`src/rtl/bias_ctrl_pkg.sv`:
```
// -----------------------------------------------------------------------------
// bias_ctrl_pkg
// Shared types and constants for the bias buffer load/read sequencer.
//   state_t            : sequencer states (IDLE, LOAD, DRAIN, READY)
//   BIAS_BITS          : width of one bias value
//   RD_WORDS_PER_GROUP : 64-bit stream words per 8-channel bias vector
//   MAX_GROUPS         : bias vectors that fit the buffer at the default depth
//   calc_groups()      : ceil(cout_num / 8), the number of 8-channel groups
// -----------------------------------------------------------------------------
package bias_ctrl_pkg;

    typedef enum logic [1:0] {
        IDLE  = 2'd0,
        LOAD  = 2'd1,
        DRAIN = 2'd2,
        READY = 2'd3
    } state_t;

    localparam int BIAS_BITS          = 32;
    localparam int RD_WORDS_PER_GROUP = 4;
    localparam int DEF_ADDR_BITS      = 9;
    localparam int MAX_GROUPS         = 2 ** (DEF_ADDR_BITS - 2);

    // Number of 8-channel groups needed for cout_num channels, rounded up.
    // Computed one bit wider so cout_num = 16'hFFFF cannot wrap.
    function automatic logic [13:0] calc_groups(input logic [15:0] cout_num);
        logic [16:0] sum;
        sum = {1'b0, cout_num} + 17'd7;
        return sum[16:3];
    endfunction

endpackage

```
`src/rtl/bias_load_ctrl_if.sv`:
```
// -----------------------------------------------------------------------------
// bias_load_ctrl_if
// Bundles the bias stream input, the read-request channel and the bias RAM
// write/read ports of bias_load_ctrl.
//   s_data/s_valid/s_ready : bias stream (two 32-bit biases per word, low first)
//   rd_req/rd_group        : request for one 8-channel bias vector
//   bias_valid             : RAM read data valid
//   ram_wr_en/addr/data    : RAM write port A
//   ram_rd_addr            : RAM read port B address
// Stream handshake: a word transfers on every rising clk edge where s_valid
// and s_ready are both high; s_data must be stable while s_valid is high and
// s_ready is low, and s_ready never depends combinationally on s_valid.
// Modports: master = stream source / read requester / RAM side,
//           slave  = the sequencer itself.
// -----------------------------------------------------------------------------
interface bias_load_ctrl_if #(
    parameter int AXI_WIDTH = 64,
    parameter int ADDR_BITS = 9
);
    logic [AXI_WIDTH-1:0] s_data;
    logic                 s_valid;
    logic                 s_ready;

    logic                 rd_req;
    logic [ADDR_BITS-2:0] rd_group;
    logic                 bias_valid;

    logic                 ram_wr_en;
    logic [ADDR_BITS-1:0] ram_wr_addr;
    logic [AXI_WIDTH-1:0] ram_wr_data;
    logic [ADDR_BITS-2:0] ram_rd_addr;

    modport master (
        output s_data, s_valid, rd_req, rd_group,
        input  s_ready, bias_valid, ram_wr_en, ram_wr_addr, ram_wr_data, ram_rd_addr
    );

    modport slave (
        input  s_data, s_valid, rd_req, rd_group,
        output s_ready, bias_valid, ram_wr_en, ram_wr_addr, ram_wr_data, ram_rd_addr
    );
endinterface

```
`src/rtl/bias_load_ctrl.sv`:
```
// -----------------------------------------------------------------------------
// bias_load_ctrl
// Loads a layer's biases from the AXI stream into the bias RAM write port,
// then serves one 8-channel bias vector per read request.
// Ports:
//   clk, rst     : clock, synchronous active-high reset
//   start_load   : pulse, begin loading a layer (ignored while loading)
//   cout_num     : output channels of the layer, sampled on start_load
//   load_done    : level, buffer loaded and readable
//   cfg_err      : sticky, cout_num exceeded buffer capacity (groups clamped)
//   rd_err       : one-cycle pulse, read request rejected
//   dbg_state_o  : current sequencer state
//   bus          : stream, read request and RAM ports (slave modport)
// -----------------------------------------------------------------------------
module bias_load_ctrl
    import bias_ctrl_pkg::*;
#(
    parameter int AXI_WIDTH  = 64,
    parameter int CH_OUT_NUM = 8,
    parameter int ADDR_BITS  = 9
) (
    input  logic            clk,
    input  logic            rst,
    input  logic            start_load,
    input  logic [15:0]     cout_num,
    output logic            load_done,
    output logic            cfg_err,
    output logic            rd_err,
    output state_t          dbg_state_o,
    bias_load_ctrl_if.slave bus
);

    localparam int GRP_BITS        = ADDR_BITS - 1;   // holds 0..MAX_GRP inclusive
    localparam int CNT_BITS        = ADDR_BITS + 1;   // holds 0..2^ADDR_BITS inclusive
    localparam int MAX_GRP         = 2 ** (ADDR_BITS - 2);
    localparam int WORDS_PER_GROUP = (CH_OUT_NUM * BIAS_BITS) / AXI_WIDTH;

    state_t               state_q,     state_d;
    logic [CNT_BITS-1:0]  cnt_q,       cnt_d;
    logic [CNT_BITS-1:0]  words_q,     words_d;
    logic [GRP_BITS-1:0]  groups_q,    groups_d;
    logic                 s_ready_q,   s_ready_d;
    logic                 wr_en_q,     wr_en_d;
    logic [ADDR_BITS-1:0] wr_addr_q,   wr_addr_d;
    logic [AXI_WIDTH-1:0] wr_data_q,   wr_data_d;
    logic [GRP_BITS-1:0]  rd_addr_q,   rd_addr_d;
    logic                 rd_fire_q,   rd_fire_d;
    logic                 bias_vld_q;
    logic                 load_done_q, load_done_d;
    logic                 cfg_err_q,   cfg_err_d;
    logic                 rd_err_q,    rd_err_d;

    logic [13:0]          grp_raw;
    logic                 grp_over;
    logic [GRP_BITS-1:0]  grp_clamped;
    logic [CNT_BITS-1:0]  grp_words;
    logic                 handshake;
    logic                 last_word;
    logic                 rd_hit;

    // Group count for the cout_num presented with start_load; anything beyond
    // the buffer depth is clamped and flagged, and the load proceeds.
    assign grp_raw     = calc_groups(cout_num);
    assign grp_over    = (grp_raw > 14'(MAX_GRP));
    assign grp_clamped = grp_over ? GRP_BITS'(MAX_GRP) : grp_raw[GRP_BITS-1:0];
    assign grp_words   = CNT_BITS'(grp_clamped) * CNT_BITS'(WORDS_PER_GROUP);

    // s_ready_q is only ever high in LOAD, so this is the accepted-word strobe.
    assign handshake = bus.s_valid && s_ready_q;
    assign last_word = (cnt_q == (words_q - CNT_BITS'(1)));
    assign rd_hit    = (bus.rd_group < groups_q);

    always_comb begin
        state_d     = state_q;
        cnt_d       = cnt_q;
        words_d     = words_q;
        groups_d    = groups_q;
        s_ready_d   = 1'b0;
        wr_en_d     = 1'b0;
        wr_addr_d   = wr_addr_q;
        wr_data_d   = wr_data_q;
        rd_addr_d   = rd_addr_q;
        rd_fire_d   = 1'b0;
        load_done_d = load_done_q;
        cfg_err_d   = cfg_err_q;
        rd_err_d    = 1'b0;

        case (state_q)
            IDLE, READY: begin
                if (start_load) begin
                    groups_d    = grp_clamped;
                    words_d     = grp_words;
                    cfg_err_d   = grp_over;
                    cnt_d       = '0;
                    load_done_d = 1'b0;
                    if (grp_clamped == '0) begin
                        // Nothing to stream: the (empty) buffer is readable now.
                        state_d     = READY;
                        load_done_d = 1'b1;
                    end else begin
                        state_d   = LOAD;
                        s_ready_d = 1'b1;
                    end
                end
                if (bus.rd_req) begin
                    if ((state_q == READY) && rd_hit) begin
                        rd_addr_d = bus.rd_group;
                        rd_fire_d = 1'b1;
                    end else begin
                        rd_err_d = 1'b1;
                    end
                end
            end

            LOAD: begin
                s_ready_d = 1'b1;
                if (handshake) begin
                    wr_en_d   = 1'b1;
                    wr_addr_d = cnt_q[ADDR_BITS-1:0];
                    wr_data_d = bus.s_data;
                    cnt_d     = cnt_q + CNT_BITS'(1);
                    if (last_word) begin
                        state_d   = DRAIN;
                        s_ready_d = 1'b0;
                    end
                end
                rd_err_d = bus.rd_req;
            end

            DRAIN: begin
                // The final write is on the RAM port this cycle; load_done is
                // raised one cycle later so no read can hit that address early.
                state_d     = READY;
                load_done_d = 1'b1;
                rd_err_d    = bus.rd_req;
            end

            default: begin
                state_d = IDLE;
            end
        endcase
    end

    always_ff @(posedge clk) begin
        if (rst) begin
            state_q     <= IDLE;
            cnt_q       <= '0;
            words_q     <= '0;
            groups_q    <= '0;
            s_ready_q   <= 1'b0;
            wr_en_q     <= 1'b0;
            wr_addr_q   <= '0;
            wr_data_q   <= '0;
            rd_addr_q   <= '0;
            rd_fire_q   <= 1'b0;
            bias_vld_q  <= 1'b0;
            load_done_q <= 1'b0;
            cfg_err_q   <= 1'b0;
            rd_err_q    <= 1'b0;
        end else begin
            state_q     <= state_d;
            cnt_q       <= cnt_d;
            words_q     <= words_d;
            groups_q    <= groups_d;
            s_ready_q   <= s_ready_d;
            wr_en_q     <= wr_en_d;
            wr_addr_q   <= wr_addr_d;
            wr_data_q   <= wr_data_d;
            rd_addr_q   <= rd_addr_d;
            rd_fire_q   <= rd_fire_d;
            // The RAM registers doutb, so data is valid one cycle after addrb.
            bias_vld_q  <= rd_fire_q;
            load_done_q <= load_done_d;
            cfg_err_q   <= cfg_err_d;
            rd_err_q    <= rd_err_d;
        end
    end

    assign bus.s_ready     = s_ready_q;
    assign bus.ram_wr_en   = wr_en_q;
    assign bus.ram_wr_addr = wr_addr_q;
    assign bus.ram_wr_data = wr_data_q;
    assign bus.ram_rd_addr = rd_addr_q;
    assign bus.bias_valid  = bias_vld_q;
    assign load_done       = load_done_q;
    assign cfg_err         = cfg_err_q;
    assign rd_err          = rd_err_q;
    assign dbg_state_o     = state_q;

endmodule

```
`src/flat_wrapper.sv`:
```
// flat-port wrapper written by rule: the top's interface ports become plain ports
module bias_load_ctrl_flat import bias_ctrl_pkg::*;
#(
    parameter int AXI_WIDTH  = 64,
    parameter int CH_OUT_NUM = 8,
    parameter int ADDR_BITS  = 9
)
  (clk, rst, start_load, cout_num, load_done, cfg_err, rd_err, dbg_state_o, bus_s_data, bus_s_valid, bus_rd_req, bus_rd_group, bus_s_ready, bus_bias_valid, bus_ram_wr_en, bus_ram_wr_addr, bus_ram_wr_data, bus_ram_rd_addr);
  bias_load_ctrl_if #(.AXI_WIDTH(AXI_WIDTH), .ADDR_BITS(ADDR_BITS)) bus_i ();
  input  logic clk;
  input  logic rst;
  input  logic start_load;
  input  logic [15:0] cout_num;
  output logic load_done;
  output logic cfg_err;
  output logic rd_err;
  output state_t dbg_state_o;
  input wire logic [$bits(bus_i.s_data)-1:0] bus_s_data;
  input wire logic [$bits(bus_i.s_valid)-1:0] bus_s_valid;
  input wire logic [$bits(bus_i.rd_req)-1:0] bus_rd_req;
  input wire logic [$bits(bus_i.rd_group)-1:0] bus_rd_group;
  output wire logic [$bits(bus_i.s_ready)-1:0] bus_s_ready;
  output wire logic [$bits(bus_i.bias_valid)-1:0] bus_bias_valid;
  output wire logic [$bits(bus_i.ram_wr_en)-1:0] bus_ram_wr_en;
  output wire logic [$bits(bus_i.ram_wr_addr)-1:0] bus_ram_wr_addr;
  output wire logic [$bits(bus_i.ram_wr_data)-1:0] bus_ram_wr_data;
  output wire logic [$bits(bus_i.ram_rd_addr)-1:0] bus_ram_rd_addr;
  assign bus_i.s_data = bus_s_data;
  assign bus_i.s_valid = bus_s_valid;
  assign bus_i.rd_req = bus_rd_req;
  assign bus_i.rd_group = bus_rd_group;
  assign bus_s_ready = bus_i.s_ready;
  assign bus_bias_valid = bus_i.bias_valid;
  assign bus_ram_wr_en = bus_i.ram_wr_en;
  assign bus_ram_wr_addr = bus_i.ram_wr_addr;
  assign bus_ram_wr_data = bus_i.ram_wr_data;
  assign bus_ram_rd_addr = bus_i.ram_rd_addr;
  bias_load_ctrl #(.AXI_WIDTH(AXI_WIDTH), .CH_OUT_NUM(CH_OUT_NUM), .ADDR_BITS(ADDR_BITS)) u_core (.clk(clk), .rst(rst), .start_load(start_load), .cout_num(cout_num), .load_done(load_done), .cfg_err(cfg_err), .rd_err(rd_err), .dbg_state_o(dbg_state_o), .bus(bus_i));
endmodule
```
`config.mk`:
```
export PLATFORM = sky130hd
export DESIGN_NAME = bias_load_ctrl_flat
export DESIGN_NICKNAME = d
export VERILOG_FILES = /design/src/rtl/bias_ctrl_pkg.sv /design/src/rtl/bias_load_ctrl_if.sv /design/src/rtl/bias_load_ctrl.sv /design/src/flat_wrapper.sv
export SDC_FILE = /design/constraint.sdc
export NUM_CORES = 1
export LEC_CHECK = 0
export BUFFER_PORTS_ARGS = -buffer_cell sky130_fd_sc_hd__buf_4
export CORE_UTILIZATION = 35
export CTS_BUF_LIST = sky130_fd_sc_hd__clkbuf_16
export DETAILED_ROUTE_END_ITERATION = 6
export GPL_ROUTABILITY_DRIVEN = 0
export MAX_ROUTING_LAYER = met4
export PLACE_DENSITY = 0.64
export RECOVER_POWER = 50
export SETUP_SLACK_MARGIN = 0.1
export SLEW_MARGIN = 40
export SYNTH_ARGS = -nofsm -noshare
export SYNTH_HDL_FRONTEND = slang
export SYNTH_SLANG_ARGS = --single-unit
```
`constraint.sdc`:
```
create_clock -name clk -period 2.68 [get_ports clk]
set_input_delay 0.268 -clock clk [delete_from_list [all_inputs] [get_ports clk]]
set_output_delay 0.268 -clock clk [all_outputs]
set_load 0.05 [all_outputs]
```
Yosys cells after proc, flatten, opt, wreduce, memory -nomap -nowiden
Index checks and enable logic that the tools add are counted.
- bits in latches: 0
- memories kept: 0
- word-level logic and storage cells: 66
- bits in registers: 108
- output and inout bits: 89
- ROM bits: 0
- RAM bits: 0
- divide/modulo/power cells: 0
- add/sub/neg operators: 3
- multipliers: 0
- bitwise gates (word level): 3
- equal/unequal tests: 7
- reduce and logical (&&, ||, !) cells: 16
- $lt $le $gt $ge: 2
- shift operators: 0
- multiplexer cells: 22
- operators by type and width (cell ; count):
    2-to-1 mux 10 bit ; 2
    case mux 10 bit (2 select lines) ; 1
    adder 16 x 3 -> 17 bit, second input constant ; 1
    greater-than comparator 14 x 8 -> 1 bit, second input constant ; 1
    adder 10 x 1 -> 10 bit, second input constant ; 1
    equality test 10 bit ; 1
    2-to-1 mux 1 bit ; 10
    subtractor 10 x 1 -> 10 bit, second input constant ; 1
    AND reduction 3 bit ; 3
    zero test 8 bit ; 1
    < comparator 8 bit ; 1
    2-to-1 mux 2 bit ; 4
    2-to-1 mux 8 bit ; 1
    case mux 1 bit (2 select lines) ; 3
    case mux 2 bit (3 select lines) ; 1
    AND reduction 2 bit ; 3
    OR reduction 2 bit ; 3
    equality test 2 bit, second input constant ; 2
    != test 2 x 1 -> 1 bit, second input constant ; 2
    nonzero test 2 bit ; 2
    NOT 1 bit ; 3
    OR reduction 3 bit ; 1
    equality test 2 x 1 -> 1 bit, second input constant ; 1
    logical AND 1 bit ; 2
    other kinds (2) ; 2

Longest topological paths before layout
- depth in word-level cells: 7
- gate-level depth with buffers: 8
- mapped depth without buffers: 8

Worst setup path before layout
OpenSTA, ideal clock, no wires.
- kind: register to register
- from: reg u_core.state_q[0], in the netlist u_core.dbg_state_o[0]
- to: reg u_core.cnt_q[5]
- setup time: 0.137 ns
- data arrival time: 2.297 ns
- stages on the path, launching flop included: 8
- path slack: 0.246 ns
- data required time: 2.543 ns
- period minus slack after synthesis: 2.434 ns
- path through: dfxtp_1 > inv_1 > ha_1 > a221oi_1 > and4_1 > nand3_1 > xor2_1 > nor2_1
- word-level cells in the longest chain between the ends: 4
- RTL lines (item ; RTL line ; RTL):
    from (decl) ; bias_load_ctrl.sv:38 ; state_t state_q, state_d;
    from (signal assigned) ; bias_load_ctrl.sv:161 ; state_q <= state_d;
    equality test 2 bit / zero test 2 bit (equally long branches) ; bias_load_ctrl.sv:88 ; case (state_q)
    OR reduction 2 bit ; bias_load_ctrl.sv:88 ;
    != test 2 bit (no line) / nonzero test 2 bit (equally long branches) ; - ;
    AND reduction 3 bit (no line) ; - ;
    to (signal assigned) ; bias_load_ctrl.sv:162 ; cnt_q <= cnt_d;
    to (decl) ; bias_load_ctrl.sv:39 ; logic [CNT_BITS-1:0] cnt_q, cnt_d;
Parallel ways exist; a longest one is shown, timed or not.
A chain may end at the register's enable or synchronous reset.

Final worst setup path
- from: reg u_core.groups_q[4]
- to: reg u_core.rd_addr_q[4], in the netlist u_core.bus.ram_rd_addr[4]
- word-level cells in the longest chain between the ends: 3
- RTL lines (item ; RTL line ; RTL):
    from (decl) ; bias_load_ctrl.sv:41 ; logic [GRP_BITS-1:0] groups_q, groups_d;
    from (signal assigned) ; bias_load_ctrl.sv:164 ; groups_q <= groups_d;
    < comparator 8 bit ; bias_load_ctrl.sv:71 ; assign rd_hit = (bus.rd_group < groups_q);
    logical AND 1 bit ; bias_load_ctrl.sv:106 ; if ((state_q == READY) && rd_hit) begin
    AND reduction 3 bit (no line) ; - ;
    to (signal assigned) ; bias_load_ctrl.sv:169 ; rd_addr_q <= rd_addr_d;
    to (decl) ; bias_load_ctrl.sv:46 ; logic [GRP_BITS-1:0] rd_addr_q, rd_addr_d;
No other way between the ends.

==> flow_results.org <==
** Detailed routing
- The final route contains 4,293 vias.
- After detailed routing, the number of remaining DRC violations is 0.
- Routed met2 length :: 5442 um
- Top routing layer in use :: met4
- First-pass iteration count of the detailed router :: 4
- Antenna Violating Nets Remaining :: 0
- DRC marker count from the first detailed-route iteration :: 218
- Detailed-route wire length :: 11,810 um
- For this block, wires on met1 add up to 5512 um.
- Vias per Instance :: 4.733
- The routed design uses 608 um of met3 wire.
- After detailed routing, the average wire length per cell comes to 13.02 um.

** Yosys
- The synthesized design contains 0 enable-type register cells.
- Synthesis produced 560 cells.
- The number of nets in the synthesized netlist is 666.
- The biggest area contributor in the post-synthesis netlist is sky130_fd_sc_hd__dfxtp_1.
- For this run, the register share of the synthesized area comes to 47.43%.
- The synthesized netlist contains 49 unique library cells.
- In this run, synthesis produced a sequential element count of 108.
- The top cell type by area accounts for 47.43% of the synthesized area.
- The synthesized netlist occupies a cell area of 4558 um^2.
- Among all flip-flop cells after synthesis, the most frequent one is sky130_fd_sc_hd__dfxtp_1.
- Dividing the synthesized area by the synthesized cell count gives 8.140 um^2.
- The Yosys step of the flow raised 0 warnings.
- After synthesis, the share of flip-flops with an asynchronous set or reset is 0%.
- Ranked by total cell area, the synthesized netlist is headed by sky130_fd_sc_hd__dfxtp_1 47%, sky130_fd_sc_hd__nand2_1 14%, sky130_fd_sc_hd__a21oi_1 8.5%.

** Power
- The worst-case IR drop observed on VDD is 0.3742 mV.
- Dividing total power by cell area gives a power density of 678.8 nW/um^2.
- Leakage dissipation :: 2.242 nW

** STA
- The number of endpoints with negative hold slack in the final report came to 0.
- Relative max-transition margin :: -19.54%
- Setup violations remaining at the end of the flow were counted as 0.
- Setup repair after global routing left no endpoint under its margin.
- For the final routed database, the setup TNS stands at 0 ns.
- Fin. max-slew vios :: 88
- For the pin with the worst max-slew slack, the measured transition is 1.793 ns.
- Clock skew on the completed layout was measured at 0.005431 ns.
- Post-route minimum period :: 2.256 ns
- Max Clock Freq :: 443.3 MHz
- Hold is met by 0.1667 ns.
- The worst path uses 84.17% of the clock period.
- Setup slack closes at 0.4242 ns.

** Setup path
- Sum of buffers and inverters on the critical path :: 1
- The worst register-to-register path begins at u_core.groups_q[4].
- STA classifies the critical path endpoint as a flop.
- Slowest cell on the critical path :: sky130_fd_sc_hd__a21oi_2
- STA puts the critical path data required time at 2.95 ns.
- Number of cells on the critical path :: 7
- Startpoint-to-endpoint class of the critical path :: reg -> reg
- For the worst flop-to-flop path, the logic depth is 7.
- Largest stage delay on the critical path :: 0.57 ns
- Worst Path Max Fanout :: 9
- In this run the critical register-to-register path is captured at u_core.bus.ram_rd_addr[4].
- Broken down by cell family, the worst path's largest delay share belongs to compound AO/OA/AOI/OAI gates.
- Critical path startpoint category :: flop
- For the worst setup path, the data arrival time is 2.52 ns.
- For flop-to-flop paths, the worst setup slack is 0.42 ns.
- The signal on the critical path passes through inv_1 > ha_1 > a21o_1 > a211oi_1 > o21ai_1 > a21oi_2 > mux2i_1.

** Die
- I/O Pins :: 182
- Row Count :: 41
- The die covers 13,480 um^2.
- The region available for standard cell placement spans 12,670 um^2.
- Horiz. Die Dim :: 116.1 um
- Starting Density :: 35.97%
- Die height :: 116.1 um

** Worst hold path
- Endpoint with the worst hold slack :: u_core.bus.ram_wr_data[55]
- Min-delay src :: bus_s_data[55]
- The worst hold path was traced through 3 stages.
- Worst min-delay path class :: in -> reg

** Final layout
- Of the cells placed in the final design, the portion with a size suffix greater than 1 is 16.33%.
- Count of placed standard cells in the final layout, fillers left out :: 907
- Number of diodes added for antenna fixing :: 0
- Net count, final :: 836
- Final-layout fill cell count :: 1,316
- The area growth from synthesis to layout is 31.79%.
- The finished cells cover 6007 um^2.

** Run status
- The run finished, with violations left.
- Violated checks :: max-capacitance violations, max-slew violations

** Clocking
- After clock tree synthesis, the repair step resized 0 gates.
- Number of sinks driven by the clock tree :: 108
- After clock tree synthesis, the clock-pin slew on the worst setup and hold paths is 0.07 ns.
- CTS Hold Bufs :: 0
- Insertion delay of the later-clocked pin in the worst-skew pair :: 0.34 ns
- The H-tree was split into 3 levels.
- Number of buffers added by the clock tree synthesis step :: 9
- Maximum clock path buffer count :: 2
- CTS placed an instance of sky130_fd_sc_hd__clkbuf_16 at the clock tree root.
- Clock tree from TritonCTS :: yes
- Buffers added to address setup during post-CTS repair amount to 0.

** Placement
- Detailed placement finished with a half-perimeter wire length of 8649 um.
- IO Port Bufs :: 181
- Area post-placement :: 6097 um^2
- Timing analysis after detailed placement gives a worst setup slack of 0.4566 ns.
- Placed cell count :: 891

** GRT
- Pin count of the biggest net entering global routing :: 88
- The initial antenna violation count was 0.
- For this run the aggregate overflow at the end of global routing stands at 0.
- Global routing used 17.84% of the available tracks.
- The via count of the first global-routing pass came to 3,847.
- The first global-routing pass estimated 18,060 um of wire.

** Job
- Max-cap viol count :: 1
==> registers in the layout, indices dropped and copies added, names as in the netlist <==
signal / flops
u_core.bus.ram_wr_data: 64
u_core.cnt_q: 10
u_core.bus.ram_wr_addr: 9
u_core.bus.ram_rd_addr: 8
u_core.groups_q: 8
u_core.dbg_state_o: 2
u_core.bus.bias_valid: 1
u_core.bus.ram_wr_en: 1
u_core.bus.s_ready: 1
u_core.cfg_err: 1
u_core.load_done: 1
u_core.rd_err: 1
u_core.rd_fire_q: 1
==> per-layer routing <==
layer	GRT usage [%]	vias up
met3	3.996	13
met5	-	-
met4	9.829	0
li1	-	2214
met1	21.78	1943
met2	27.30	123
==> worst register-to-register path, cell delays in order, from the launching register on <==
cell and delay, ns:
sky130_fd_sc_hd__dfxtp_1 0.41, sky130_fd_sc_hd__inv_1 0.10, sky130_fd_sc_hd__ha_1 0.29, sky130_fd_sc_hd__a21o_1 0.19, sky130_fd_sc_hd__a211oi_1 0.22, sky130_fd_sc_hd__o21ai_1 0.13, sky130_fd_sc_hd__a21oi_2 0.57, sky130_fd_sc_hd__mux2i_1 0.28
==> cells by family after synthesis <==
family          share of synthesized area [%]
simple gates                            23.19
compound gates                          15.89
flops                                   47.43
buf+inv                                 3.870
xor+xnor                                3.843
fa+ha+maj                               3.569
mux                                     2.196
==> cell usage in the layout, fill, tap and decap left out, drive strengths merged, types with 2 or more instances in the layout <==
cell	synthesis	final
nand2	176	176
dfxtp	108	108
clkbuf	28	100
buf	1	97
a21oi	78	78
nor2	22	22
inv	15	19
nand3	17	17
ha	13	13
xor2	12	12
mux2i	10	10
xnor2	8	8
nand2b	7	7
o31ai	6	6
o21ai	6	6
and2	4	4
and3	4	4
nor4	4	4
clkinv	1	4
nor3	3	3
nor2b	3	3
o32ai	3	3
a21o	3	3
a221oi	3	3
a211oi	3	3
nand4	2	2
o2bb2ai	2	2
o211a	2	2
==> synth_stat cells, types with 2 or more instances <==
library cell,count
sky130_fd_sc_hd__nand2_1,176
sky130_fd_sc_hd__dfxtp_1,108
sky130_fd_sc_hd__a21oi_1,77
sky130_fd_sc_hd__clkbuf_1,28
sky130_fd_sc_hd__nor2_1,22
sky130_fd_sc_hd__nand3_1,17
sky130_fd_sc_hd__inv_1,15
sky130_fd_sc_hd__ha_1,13
sky130_fd_sc_hd__xor2_1,12
sky130_fd_sc_hd__mux2i_1,10
sky130_fd_sc_hd__xnor2_1,8
sky130_fd_sc_hd__nand2b_1,7
sky130_fd_sc_hd__and2_1,4
sky130_fd_sc_hd__and3_1,4
sky130_fd_sc_hd__o31ai_2,4
sky130_fd_sc_hd__a211oi_1,3
sky130_fd_sc_hd__a21o_1,3
sky130_fd_sc_hd__a221oi_1,3
sky130_fd_sc_hd__nor2b_1,3
sky130_fd_sc_hd__nor3_1,3
sky130_fd_sc_hd__o21ai_0,3
sky130_fd_sc_hd__o21ai_1,3
sky130_fd_sc_hd__o32ai_1,3
sky130_fd_sc_hd__nand4_1,2
sky130_fd_sc_hd__nor4_1,2
sky130_fd_sc_hd__o211a_1,2
sky130_fd_sc_hd__o2bb2ai_1,2
sky130_fd_sc_hd__o31ai_1,2
==> how the worst max path moves through the flow <==
stage                               start                        end  slack, ns
finish                 u_core.groups_q[4]  u_core.bus.ram_rd_addr[4]       0.42
global route           u_core.groups_q[4]  u_core.bus.ram_rd_addr[4]       0.31
CTS                    u_core.groups_q[4]  u_core.bus.ram_rd_addr[4]       0.44
detailed placement     u_core.groups_q[4]  u_core.bus.ram_rd_addr[4]       0.46
global placement    u_core.dbg_state_o[0]            u_core.cnt_q[9]       0.55
floorplan           u_core.dbg_state_o[0]            u_core.cnt_q[5]       0.25
==> layout make-up <==
class	instances	area, um^2	area share (%)
multi-input combinational	407	2232	37.16
sequential	108	2162	35.99
timing repair buffer	188	1084	18.04
clock buffer	9	225.2	3.749
tap	172	215.2	3.583
inverter	16	60.06	0.9998
clock inverter	7	28.78	0.4791
==> metrics by stage <==
stage                     total power [mW]  util, %
after CTS                            4.202    50.12
final                                4.078    47.41
after detailed placement             3.029    48.12
after global routing                 4.296    47.41
after floorplan                      2.599        -
after global placement               3.003    48.09
==> report_power, final <==
part           switching [mW]  internal [mW]  total [mW]
Combinational           0.773          0.356        1.13
Sequential             0.0747           1.71        1.78
Clock                   0.554          0.611        1.16
Total                    1.40           2.68        4.08
No activity file was read; power rests on OpenSTA's default activity.
